[config.mk]
export PLATFORM = sky130hd
export DESIGN_NAME = pc_sequencer
export DESIGN_NICKNAME = d
export VERILOG_FILES = /design/src/rtl/pc_sequencer.sv
export SDC_FILE = /design/constraint.sdc
export NUM_CORES = 1
export LEC_CHECK = 0
export CAP_MARGIN = 20
export CORE_ASPECT_RATIO = 0.6
export CORE_MARGIN = 4
export CORE_UTILIZATION = 40
export CTS_CLUSTER_DIAMETER = 80
export DETAILED_ROUTE_END_ITERATION = 10
export PLACE_DENSITY = 0.71
export SYNTH_ARGS = -nofsm -noshare
export SYNTH_HDL_FRONTEND = slang
export SYNTH_SLANG_ARGS = --single-unit
[constraint.sdc]
create_clock -name clk -period 2.05 [get_ports clk]
set_input_delay 0.3075 -clock clk [delete_from_list [all_inputs] [get_ports clk]]
set_output_delay 0.3075 -clock clk [all_outputs]
set_load 0.01 [all_outputs]
[src/rtl/pc_sequencer.sv]
// rtl/pc_sequencer.sv - program-counter sequencer FSM with return-address stack
module pc_sequencer #(
  parameter int STACK_DEPTH = 4
) (
  input  logic              clk,
  input  logic              reset_n,
  input  logic              fetch_ack,
  input  logic [2:0]        op_kind,
  input  logic [1:0]        op_len,
  input  logic              cond_true,
  input  logic signed [7:0] offset,
  input  logic [7:0]        target,
  input  logic [7:0]        pc,
  output logic              increment,
  output logic              branch_load,
  output logic              jmp_load,
  output logic              jsr_load,
  output logic              pc_load,
  output logic [7:0]        branch,
  output logic [7:0]        jmp_addr,
  output logic [7:0]        jsr_addr,
  output logic [7:0]        pc_addr,
  output logic              fetch_req,
  output logic              halted,
  output logic              stack_err,
  output logic [3:0]        depth
);

  typedef enum logic [2:0] {
    S_FETCH,
    S_DECODE,
    S_OPERAND,
    S_EXEC,
    S_HALTED
  } state_t;

  localparam logic [2:0] K_NEXT   = 3'd0;
  localparam logic [2:0] K_BRANCH = 3'd1;
  localparam logic [2:0] K_JMP    = 3'd2;
  localparam logic [2:0] K_JSR    = 3'd3;
  localparam logic [2:0] K_RTS    = 3'd4;
  localparam logic [2:0] K_HALT   = 3'd5;

  localparam logic [3:0] MAX_DEPTH = 4'(STACK_DEPTH);

  state_t     state_q, state_d;
  logic [2:0] kind_q, kind_d;
  logic [1:0] cnt_q, cnt_d;
  logic [3:0] depth_q, depth_d;
  logic       err_q, err_d;
  logic [7:0] stack_q [STACK_DEPTH];

  logic       push;
  logic [7:0] top;
  logic       inc_c, bl_c, jl_c, jsl_c, pl_c, fetch_c;

  always_comb begin
    top = '0;
    for (int i = 0; i < STACK_DEPTH; i++) begin
      if (depth_q == 4'(i + 1)) top = stack_q[i];
    end
  end

  always_comb begin
    state_d = state_q;
    kind_d  = kind_q;
    cnt_d   = cnt_q;
    depth_d = depth_q;
    err_d   = err_q;
    push    = 1'b0;
    inc_c   = 1'b0;
    bl_c    = 1'b0;
    jl_c    = 1'b0;
    jsl_c   = 1'b0;
    pl_c    = 1'b0;
    fetch_c = 1'b0;
    case (state_q)
      S_FETCH: begin
        fetch_c = 1'b1;
        if (fetch_ack) begin
          inc_c   = 1'b1;
          state_d = S_DECODE;
        end
      end
      S_DECODE: begin
        kind_d  = (op_kind > K_HALT) ? K_HALT : op_kind;
        cnt_d   = (op_len == 2'd3) ? 2'd2 : op_len;
        state_d = (op_len == 2'd0) ? S_EXEC : S_OPERAND;
      end
      S_OPERAND: begin
        fetch_c = 1'b1;
        if (fetch_ack) begin
          inc_c = 1'b1;
          cnt_d = cnt_q - 2'd1;
          if (cnt_q == 2'd1) state_d = S_EXEC;
        end
      end
      S_EXEC: begin
        state_d = S_FETCH;
        case (kind_q)
          K_BRANCH: bl_c = cond_true;
          K_JMP:    jl_c = 1'b1;
          K_JSR: begin
            if (depth_q < MAX_DEPTH) begin
              push    = 1'b1;
              jsl_c   = 1'b1;
              depth_d = depth_q + 4'd1;
            end else begin
              err_d   = 1'b1;
              state_d = S_HALTED;
            end
          end
          K_RTS: begin
            if (depth_q != 4'd0) begin
              pl_c    = 1'b1;
              depth_d = depth_q - 4'd1;
            end else begin
              err_d   = 1'b1;
              state_d = S_HALTED;
            end
          end
          K_HALT:  state_d = S_HALTED;
          default: ;
        endcase
      end
      S_HALTED: ;
      default: state_d = S_FETCH;
    endcase
  end

  always_ff @(posedge clk or negedge reset_n) begin
    if (!reset_n) begin
      state_q <= S_FETCH;
      kind_q  <= K_NEXT;
      cnt_q   <= '0;
      depth_q <= '0;
      err_q   <= 1'b0;
      for (int i = 0; i < STACK_DEPTH; i++) stack_q[i] <= '0;
    end else begin
      state_q <= state_d;
      kind_q  <= kind_d;
      cnt_q   <= cnt_d;
      depth_q <= depth_d;
      err_q   <= err_d;
      for (int i = 0; i < STACK_DEPTH; i++) begin
        if (push && depth_q == 4'(i)) stack_q[i] <= pc;
      end
    end
  end

  // Strobes are gated by reset so an asserted reset can never leak a load.
  assign increment   = inc_c & reset_n;
  assign branch_load = bl_c & reset_n;
  assign jmp_load    = jl_c & reset_n;
  assign jsr_load    = jsl_c & reset_n;
  assign pc_load     = pl_c & reset_n;

  assign branch    = pc + offset;
  assign jmp_addr  = target;
  assign jsr_addr  = target;
  assign pc_addr   = top;
  assign fetch_req = fetch_c;
  assign halted    = (state_q == S_HALTED);
  assign stack_err = err_q;
  assign depth     = depth_q;

endmodule

## Word-level counts from Yosys, hierarchy flattened

Index checks and enable logic that the tools add are counted.

| storage, ports and cells | value |
|---|---|
| register bits | 45 |
| output and inout bits | 44 |

| operators by class | value |
|---|---|
| add/subtract/negate cells | 4 |
| order comparisons | 2 |
| eq/ne operators | 22 |
| multiplexer cells | 35 |
| bitwise operators | 6 |
| reduce and logical (&&, ||, !) cells | 15 |

Operators with widths:

| cell | number |
|---|---|
| $mux W8 | 4 |
| $mux W3 | 6 |
| $mux W1 | 16 |
| $pmux W3 S5 | 1 |
| $ne A2 B2 Y1 const B | 7 |
| $eq A3 B2 Y1 const B | 4 |
| $reduce_and A4 Y1 | 3 |
| $eq A3 B3 Y1 const B | 3 |
| $pmux W3 S3 | 1 |
| $add A8 B8 Y8 | 1 |
| $eq A4 B2 Y1 const B | 2 |
| $mux W4 | 2 |
| $pmux W4 S2 | 1 |
| $eq A3 B1 Y1 const B | 2 |
| $and A1 B1 Y1 | 5 |
| $add A4 B1 Y4 const B | 1 |
| $eq A4 B1 Y1 const B | 1 |
| $eq A4 B3 Y1 const B | 1 |
| $logic_and A1 B1 Y1 | 4 |
| $logic_not A4 Y1 | 1 |
| $lt A4 B3 Y1 const B | 1 |
| $mux W2 | 2 |
| $pmux W2 S2 | 1 |
| $reduce_bool A2 Y1 | 2 |
| other kinds (12) | 12 |

## Logic depth before layout (Yosys ltp)

Gate-level depths: netlist (run 1).

| depth | value |
|---|---|
| depth after elaboration | 5 |
| gate-level depth with buffers | 7 |
| gate-level depth less buffers | 7 |

## Worst setup path after synthesis (run 1)

No wires, ideal clock.

| path | value |
|---|---|
| kind | reg2reg |
| from | register depth_q[0], in the netlist depth[0] |
| to | register stack_q[24] (netlist bit) |
| arrival time | 1907 ps |
| path slack | 18 ps |
| cell stages (with the launch flop) | 6 |
| buffers on the path | 0 |
| period minus slack after synthesis | 2032 ps |
| cells stage by stage | dfrtp_1 -> inv_1 -> ha_1 -> or3b_2 -> nor3_4 -> mux2_2 |

| on the way | value |
|---|---|
| cells in the longest elaborated chain, start to end | 5 |
| elaborated cells between the ends (all ways) | 6 |

Ends and longest elaborated chain:

| what | line | source |
|---|---|---|
| start: declaration | 49 | `logic [3:0] depth_q, depth_d;` |
| start signal: assignment | 143 | `depth_q <= depth_d;` |
| $lt A4 B3 Y1 | 104 | `if (depth_q < MAX_DEPTH) begin` |
| $mux W1 | 104 |  |
| $mux W1 | 100 | `case (kind_q)` |
| $mux W1 | 77 | `case (state_q)` |
| $logic_and A1 B1 Y1 (*) | 146 | `if (push && depth_q == 4'(i)) stack_q[i] <= pc;` |
| end signal: indexed assignment | 146 |  |
| end: declaration | 51 | `logic [7:0] stack_q [STACK_DEPTH];` |

Every way passes the cells marked *; elsewhere a longest branch is shown, timed or not.
A chain may end at the register's enable or synchronous reset.

## Worst setup path after layout (run 1)

| path | value |
|---|---|
| from | register depth_q[1], in the netlist depth[1] |
| to | output port pc_addr[7] |

| on the way | value |
|---|---|
| cells in the longest elaborated chain, start to end | 5 |
| elaborated cells between the ends (all ways) | 8 |

Ends and longest elaborated chain:

| what | line | source |
|---|---|---|
| $eq A4 B1 Y1 | 60 | `if (depth_q == 4'(i + 1)) top = stack_q[i];` |
| $mux W8 (3 in a row) | 60 |  |
| $mux W8 (*) | 60 |  |
| end: declaration | 22 | `output logic [7:0] pc_addr,` |

Marked as above.

==> results of run 1 <==
[through the flow]
stage                     power [uW]  worst slack (ps)  hold slack, ps  std cells
after floorplan                 2570              18.5            11.9        266
after global routing            5010              -263            84.2        447
after global placement          3540              -829             365        429
final                           4740              -185            55.6        447
after detailed placement        3610              -875             363        429
after CTS                       4540              -159            61.6        440
[power groups by stage]
stage / sequential, uW / clock [uW] / combinational (uW)
2_1_floorplan: 1360 / 0 / 1210
3_3_place_gp: 1380 / 0 / 2160
3_5_place_dp: 1400 / 0 / 2210
4_1_cts: 1390 / 804 / 2350
5_1_grt: 1440 / 857 / 2710
6_report: 1410 / 808 / 2520
[what timing repair did]
action | 4_1_cts | 5_1_grt
endpoints found under the setup margin | 30 | 24
endpoints found under the hold margin | 0 | 0
gates resized for setup | 120 | 13
setup buffers | 5 | 7
hold buffers | 0 | 0
pin swaps | 20 | 13
[worst min-delay path by stage]
stage | endpoint | slack, ps | startpoint | cells after the start
floorplan | cnt_q[0] | 10 | reset_n | 0
global placement | state_q[2] | 360 | reset_n | 2
detailed placement | state_q[2] | 360 | reset_n | 2
CTS | state_q[2] | 60 | reset_n | 2
global route | stack_q[26] | 80 | reset_n | 2
finish | stack_q[10] | 60 | reset_n | 2
[flip-flops by register name, indices dropped and copies added (netlist names)]
| register | flops |
|---|---|
| state_q | 3 |
| kind_q | 3 |
| cnt_q | 2 |
| stack_err | 1 |
| depth | 4 |
| stack_q | 32 |
[synth_stat cells (all sizes together) (2+ instances only)]
| library cell | instances |
|---|---|
| dfrtp | 45 |
| mux2 | 32 |
| a21oi | 19 |
| buf | 19 |
| nor2 | 17 |
| nand2 | 16 |
| inv | 14 |
| ha | 13 |
| nand3b | 10 |
| nor2b | 7 |
| xnor2 | 7 |
| clkbuf | 6 |
| a311oi | 5 |
| nand2b | 5 |
| a21o | 4 |
| nor3 | 4 |
| nor3b | 4 |
| o21ai | 4 |
| a221o | 3 |
| o211ai | 3 |
| o21a | 3 |
| o22ai | 3 |
| xor2 | 3 |
| a211oi | 2 |
| mux2i | 2 |
| nand4 | 2 |
| nor4 | 2 |
| o31ai | 2 |
| or3b | 2 |
[worst max-delay path: cells and delay by family (launching register included)]
family                     cells  cell delay (ps)
AOI/OAI and AO/OA              3              520
adders and majority gates      1              160
DFF                            1              420
buffers and inverters          4              530
[layer usage]
metal	up-vias	track usage, %
met1	1202	26.8
met4	0	3.52
met2	44	27.8
met3	10	3.83
li1	1114	-
met5	-	0
[final cells by class]
class | count | area (um2)
fill | 555 | 2690
multi-input combinational | 182 | 1620
sequential | 45 | 1130
timing repair buffer | 112 | 962
clock buffer | 7 | 143
tap | 87 | 109
inverter | 14 | 56.3
[placed cells by master, fill, tap and decap left out, drive strengths merged, types with 3 or more instances in the layout]
cell / n
o21a: 3
ha: 13
a221o: 3
dlygate4sd2: 14
a311oi: 5
nor3b: 4
clkdlybuf4s15: 4
dfrtp: 45
nand2: 16
o21ai: 4
inv: 13
xor2: 3
o211ai: 3
nand3b: 10
clkdlybuf4s50: 17
mux2: 32
buf: 76
nor3: 4
nor2: 17
clkbuf: 8
o22ai: 3
nor2b: 7
nand2b: 5
xnor2: 7
a21oi: 19
a21o: 4
[kinds of logic after synthesis]
| kind of cell | after synthesis |
|---|---|
| xor gates and xnor gates | 10 |
| DFF | 45 |
| adders and majority gates | 14 |
| buffers and inverters | 39 |
| and+or+nand+nor | 73 |
| muxes | 34 |
| AOI/OAI and AO/OA | 51 |
==> results.json, run 1 <==
{
  "die_y_um": 72.5,
  "dr_wl_met2_um": 3640,
  "layout-drive-gt1-share_pct": 41.9,
  "routabilityCongestion": 0.806,
  "yosysSeqAreaShare_pct": 40.7,
  "dp_hpwl_um": 5540,
  "cts_max_level": 2,
  "drt-vias-per-instance": 5.30,
  "synth_edf_count": 0,
  "drtIter0Drc": 82,
  "crit_end": "pc_addr[7]",
  "finalMaxSlewViolations": 0,
  "num_rows": 23,
  "clk_pin_slew_ps": 60,
  "dieWidth_um": 115,
  "p_int_uw": 3030,
  "place_area_um2": 3620,
  "cts_buffers": 5,
  "synthToLayoutAreaGrowth_pct": 44.9,
  "async_flop_share_pct": 100,
  "portBuffers": 52,
  "vias": 2370,
  "synthSimpleGateAreaFrac_pct": 15.6,
  "cp_max_fo": 3,
  "track_usage_pct": 18.2,
  "clkSinkCount": 45,
  "syn_area_um2": 2770,
  "nNetsFinal": 407,
  "die-area_um2": 8360,
  "p_leak_uw": 0.00177,
  "regToRegStartpoint": "depth[0]",
  "drtAntennaViolNets": 0,
  "routed_wl_um": 7860,
  "end_kind": "output pin",
  "finalCoreUtilization_pct": 59.8,
  "powerDensity_nw_per_um2": 1180,
  "highest_layer": "met4",
  "synth-xor-area-share_pct": 3.16,
  "synth_area_leaders": "dfrtp_1 41%, mux2_2 13%, ha_1 5.9%",
  "status": "finished with violations",
  "path_cells": "buf_12 -> ha_4 -> buf_4 -> buf_6 -> a221o_1 -> o211ai_1 -> a21oi_1 -> buf_2",
  "syn_inst": 266,
  "n_antenna_cell": 0,
  "ios": 77,
  "yosysTopAreaCellShare_pct": 40.7,
  "drv_cap": 0,
  "required_ps": 1740,
  "finalCriticalPeriod_ps": 2230,
  "setup_ws_ps": -185,
  "root_buffer": "clkbuf_16",
  "reg2reg_slack_ps": -20,
  "grt_pass1_vias": 2386,
  "synth_nets": 313,
  "slowest_delay_ps": 420,
  "finalCritPeriodShare_pct": 109,
  "combPwrFrac_pct": 53.2,
  "synth_flop_cell": "dfrtp_1",
  "core-area_um2": 6710,
  "hold_path_class": "primary input to asynchronous set/reset pin",
  "violations": "setup timing",
  "synth-compound-area-share_pct": 12.5,
  "rr_endpoint": "stack_q[25]",
  "cts_tree": "done",
  "tightestPinTransition_ps": 706,
  "grt_pass1_wl_um": 12000,
  "power_frac_seq_pct": 29.7,
  "hold_violations": 0,
  "setup_tns_ps": -1240,
  "setup_viol": 16,
  "cp.arrival_ps": 1930,
  "ys_types": 47,
  "grt_overflow": 0,
  "drc_errors": 0,
  "ys_warn_count": 0,
  "max_freq_mhz": 448,
  "synthMuxAreaShare_pct": 13.7,
  "worstSetupStartpoint": "depth[1]",
  "cts_max_path_buffers": 2,
  "antenna_found_initial": 0,
  "yosys.area.top_type": "dfrtp_1",
  "path_class": "flip-flop to output pin",
  "grt_max_degree": 25,
  "wire_per_inst_um": 17.6,
  "ys_seq_elements": 45,
  "drt-met1-wl_um": 3800,
  "startpoint_type": "flip-flop",
  "route.met3.wl_um": 354,
  "rsz0062_at_grt": "yes",
  "cpMaxStageDelayCell": "dfrtp_1",
  "synth_fa_ha_area_share_pct": 6.59,
  "p_clk_share_pct": 17.0,
  "ir_drop_v": 0.000643,
  "initial_core_util_pct": 41.3,
  "final_cell_area_um2": 4010,
  "rr_worst_depth": 8,
  "slew_headroom_pct": 52.8,
  "p_sw_uw": 1710,
  "swShare_pct": 36.1,
  "finClkSkew_ps": 3.89,
  "clk_latency_ps": 290,
  "synth_top_family_by_area": "simple AND/OR/NAND/NOR gates",
  "firstDrtPassIters": 4,
  "synth_area_per_cell_um2": 10.4
}
Power figures use the tool's default switching activity.
==> run 2, diff against run 1 <==
--- a/config.mk
+++ b/config.mk
@@ -11,7 +11,7 @@
 export CORE_UTILIZATION = 40
 export CTS_CLUSTER_DIAMETER = 80
 export DETAILED_ROUTE_END_ITERATION = 10
-export PLACE_DENSITY = 0.71
+export PLACE_DENSITY = 0.69
 export SYNTH_ARGS = -nofsm -noshare
 export SYNTH_HDL_FRONTEND = slang
 export SYNTH_SLANG_ARGS = --single-unit
==> constraint.sdc (replaced) <==
create_clock -name clk -period 2.5 [get_ports clk]
set_input_delay 0.375 -clock clk [delete_from_list [all_inputs] [get_ports clk]]
set_output_delay 0.375 -clock clk [all_outputs]
set_load 0.01 [all_outputs]
==> results.json, run 2 (synthesized netlist as in run 1, its figures left out) <==
{
  "combPwrFrac_pct": 47.9,
  "finalCriticalPeriod_ps": 2410,
  "critical_path_depth": 8,
  "largest_register": "stack_q",
  "cts_hold_buf": 0,
  "grt_pass1_vias": 2265,
  "cpLargestDelayFamily": "buffers and inverters",
  "synthToLayoutAreaGrowth_pct": 33.9,
  "portBuffers": 52,
  "startpoint_type": "primary input",
  "dieWidth_um": 115,
  "hold_path_class": "primary input to asynchronous set/reset pin",
  "largest_reg_flops": 32,
  "ios": 77,
  "n_antenna_cell": 0,
  "total_power_uw": 3460,
  "core-area_um2": 6710,
  "drtAntennaViolNets": 0,
  "clkSinkCount": 45,
  "cp_max_fo": 5,
  "max_freq_mhz": 414,
  "rsz0062_at_grt": "no",
  "setup_tns_ps": 0,
  "power_frac_seq_pct": 33.9,
  "swShare_pct": 36.4,
  "powerDensity_nw_per_um2": 934,
  "status": "finished, final reports clean",
  "clk_latency_ps": 280,
  "drt-vias-per-instance": 5.24,
  "end_kind": "output pin",
  "finalCritPeriodShare_pct": 96.5,
  "wire_per_inst_um": 16.5,
  "reg2reg_slack_ps": 430,
  "drc_errors": 0,
  "finalCoreUtilization_pct": 55.3,
  "p_int_uw": 2210,
  "path_class": "primary input to output pin",
  "cts_tree": "done",
  "layout-drive-gt1-share_pct": 31.1,
  "cp.arrival_ps": 2040,
  "rr_endpoint": "stack_q[26]",
  "grt_overflow": 0,
  "clk_pin_slew_ps": 60,
  "track_usage_pct": 17.5,
  "grt_pass1_wl_um": 11500,
  "regToRegStartpoint": "depth[1]",
  "cts_buffers": 5,
  "die_y_um": 72.5,
  "path_cells": "clkdlybuf4s50_1 -> ha_1 -> a21oi_2 -> o21a_1 -> o31ai_1 -> buf_4 -> xnor2_1 -> buf_2",
  "die-area_um2": 8360,
  "required_ps": 2120,
  "p_sw_uw": 1260,
  "slowest_delay_ps": 410,
  "finalMaxSlewViolations": 0,
  "cts_max_level": 2,
  "setup_viol": 0,
  "ir_drop_v": 0.000407,
  "worst-path-buf-inv": 3,
  "p_leak_uw": 0.00167,
  "final_cell_area_um2": 3710,
  "place_area_um2": 3520,
  "worstSetupStartpoint": "offset[4]",
  "num_rows": 23,
  "routabilityCongestion": 0.810,
  "finClkSkew_ps": 4.57,
  "firstDrtPassIters": 4,
  "grt_max_degree": 28,
  "hold_violations": 0,
  "p_clk_share_pct": 18.2,
  "drv_cap": 0,
  "cts_max_path_buffers": 2,
  "nNetsFinal": 387,
  "layout_commonest_cell": "dfrtp_1",
  "antenna_found_initial": 0,
  "drtIter0Drc": 113,
  "slew_headroom_pct": 58.7,
  "dp_hpwl_um": 5440,
  "layout_common_cells": "44 x dfrtp_1, 40 x buf_4, 31 x mux2_2, 30 x clkdlybuf4s50_1",
  "cpMaxStageDelayCell": "clkdlybuf4s50_1",
  "vias": 2242,
  "initial_core_util_pct": 41.3,
  "tightestPinTransition_ps": 619,
  "routed_wl_um": 7080,
  "root_buffer": "clkbuf_16",
  "rr_worst_depth": 7
}
-- run 2: per-stage QoR --
| stage | worst slack [ps] | cells | hold slack, ps |
|---|---|---|---|
| after global placement | -555 | 419 | 416 |
| after global routing | 1.53 | 428 | 137 |
| final | 87.3 | 428 | 109 |
| after CTS | -58.4 | 427 | 121 |
| after floorplan | 375 | 266 | 79.4 |
| after detailed placement | -637 | 419 | 421 |
-- run 2: worst max path at each step --
stage                     slack, ps    endpoint
after floorplan                 380   branch[6]
after global placement         -560   branch[6]
after detailed placement       -640   branch[6]
after CTS                       -60   branch[4]
after global routing              2  pc_addr[3]
final                            90   branch[7]
-- run 2: layout make-up --
type | count | area (um2)
clock buffer | 6 | 129
clock inverter | 2 | 10.0
fill | 600 | 3000
tap | 87 | 109
multi-input combinational | 182 | 1490
inverter | 14 | 52.6
sequential | 45 | 1130
timing repair buffer | 92 | 796
-- run 2: routing by layer --
| layer | global-route usage [%] | vias to the layer above | wire (um) |
|---|---|---|---|
| li1 | - | 1082 | - |
| met1 | 26.6 | 1107 | 3630 |
| met4 | 4.43 | 0 | 69 |
| met5 | 0 | - | 0 |
| met2 | 26.0 | 41 | 3110 |
| met3 | 2.75 | 12 | 262 |
-- run 2: what timing repair did --
| item | CTS | global route |
|---|---|---|
| endpoints found under the setup margin | 16 | 13 |
| gates resized for setup | 27 | 24 |
| pin swaps | 1 | 8 |
| setup buffers | 0 | 1 |
| hold endpoints to repair | 0 | 0 |
-- run 2: power groups by stage --
stage,combinational (uW),sequential (uW),clock (uW)
3_5_place_dp,1690,1180,0
5_1_grt,1830,1210,673
3_3_place_gp,1660,1160,0
4_1_cts,1650,1170,640
6_report,1660,1170,630
2_1_floorplan,996,1110,0
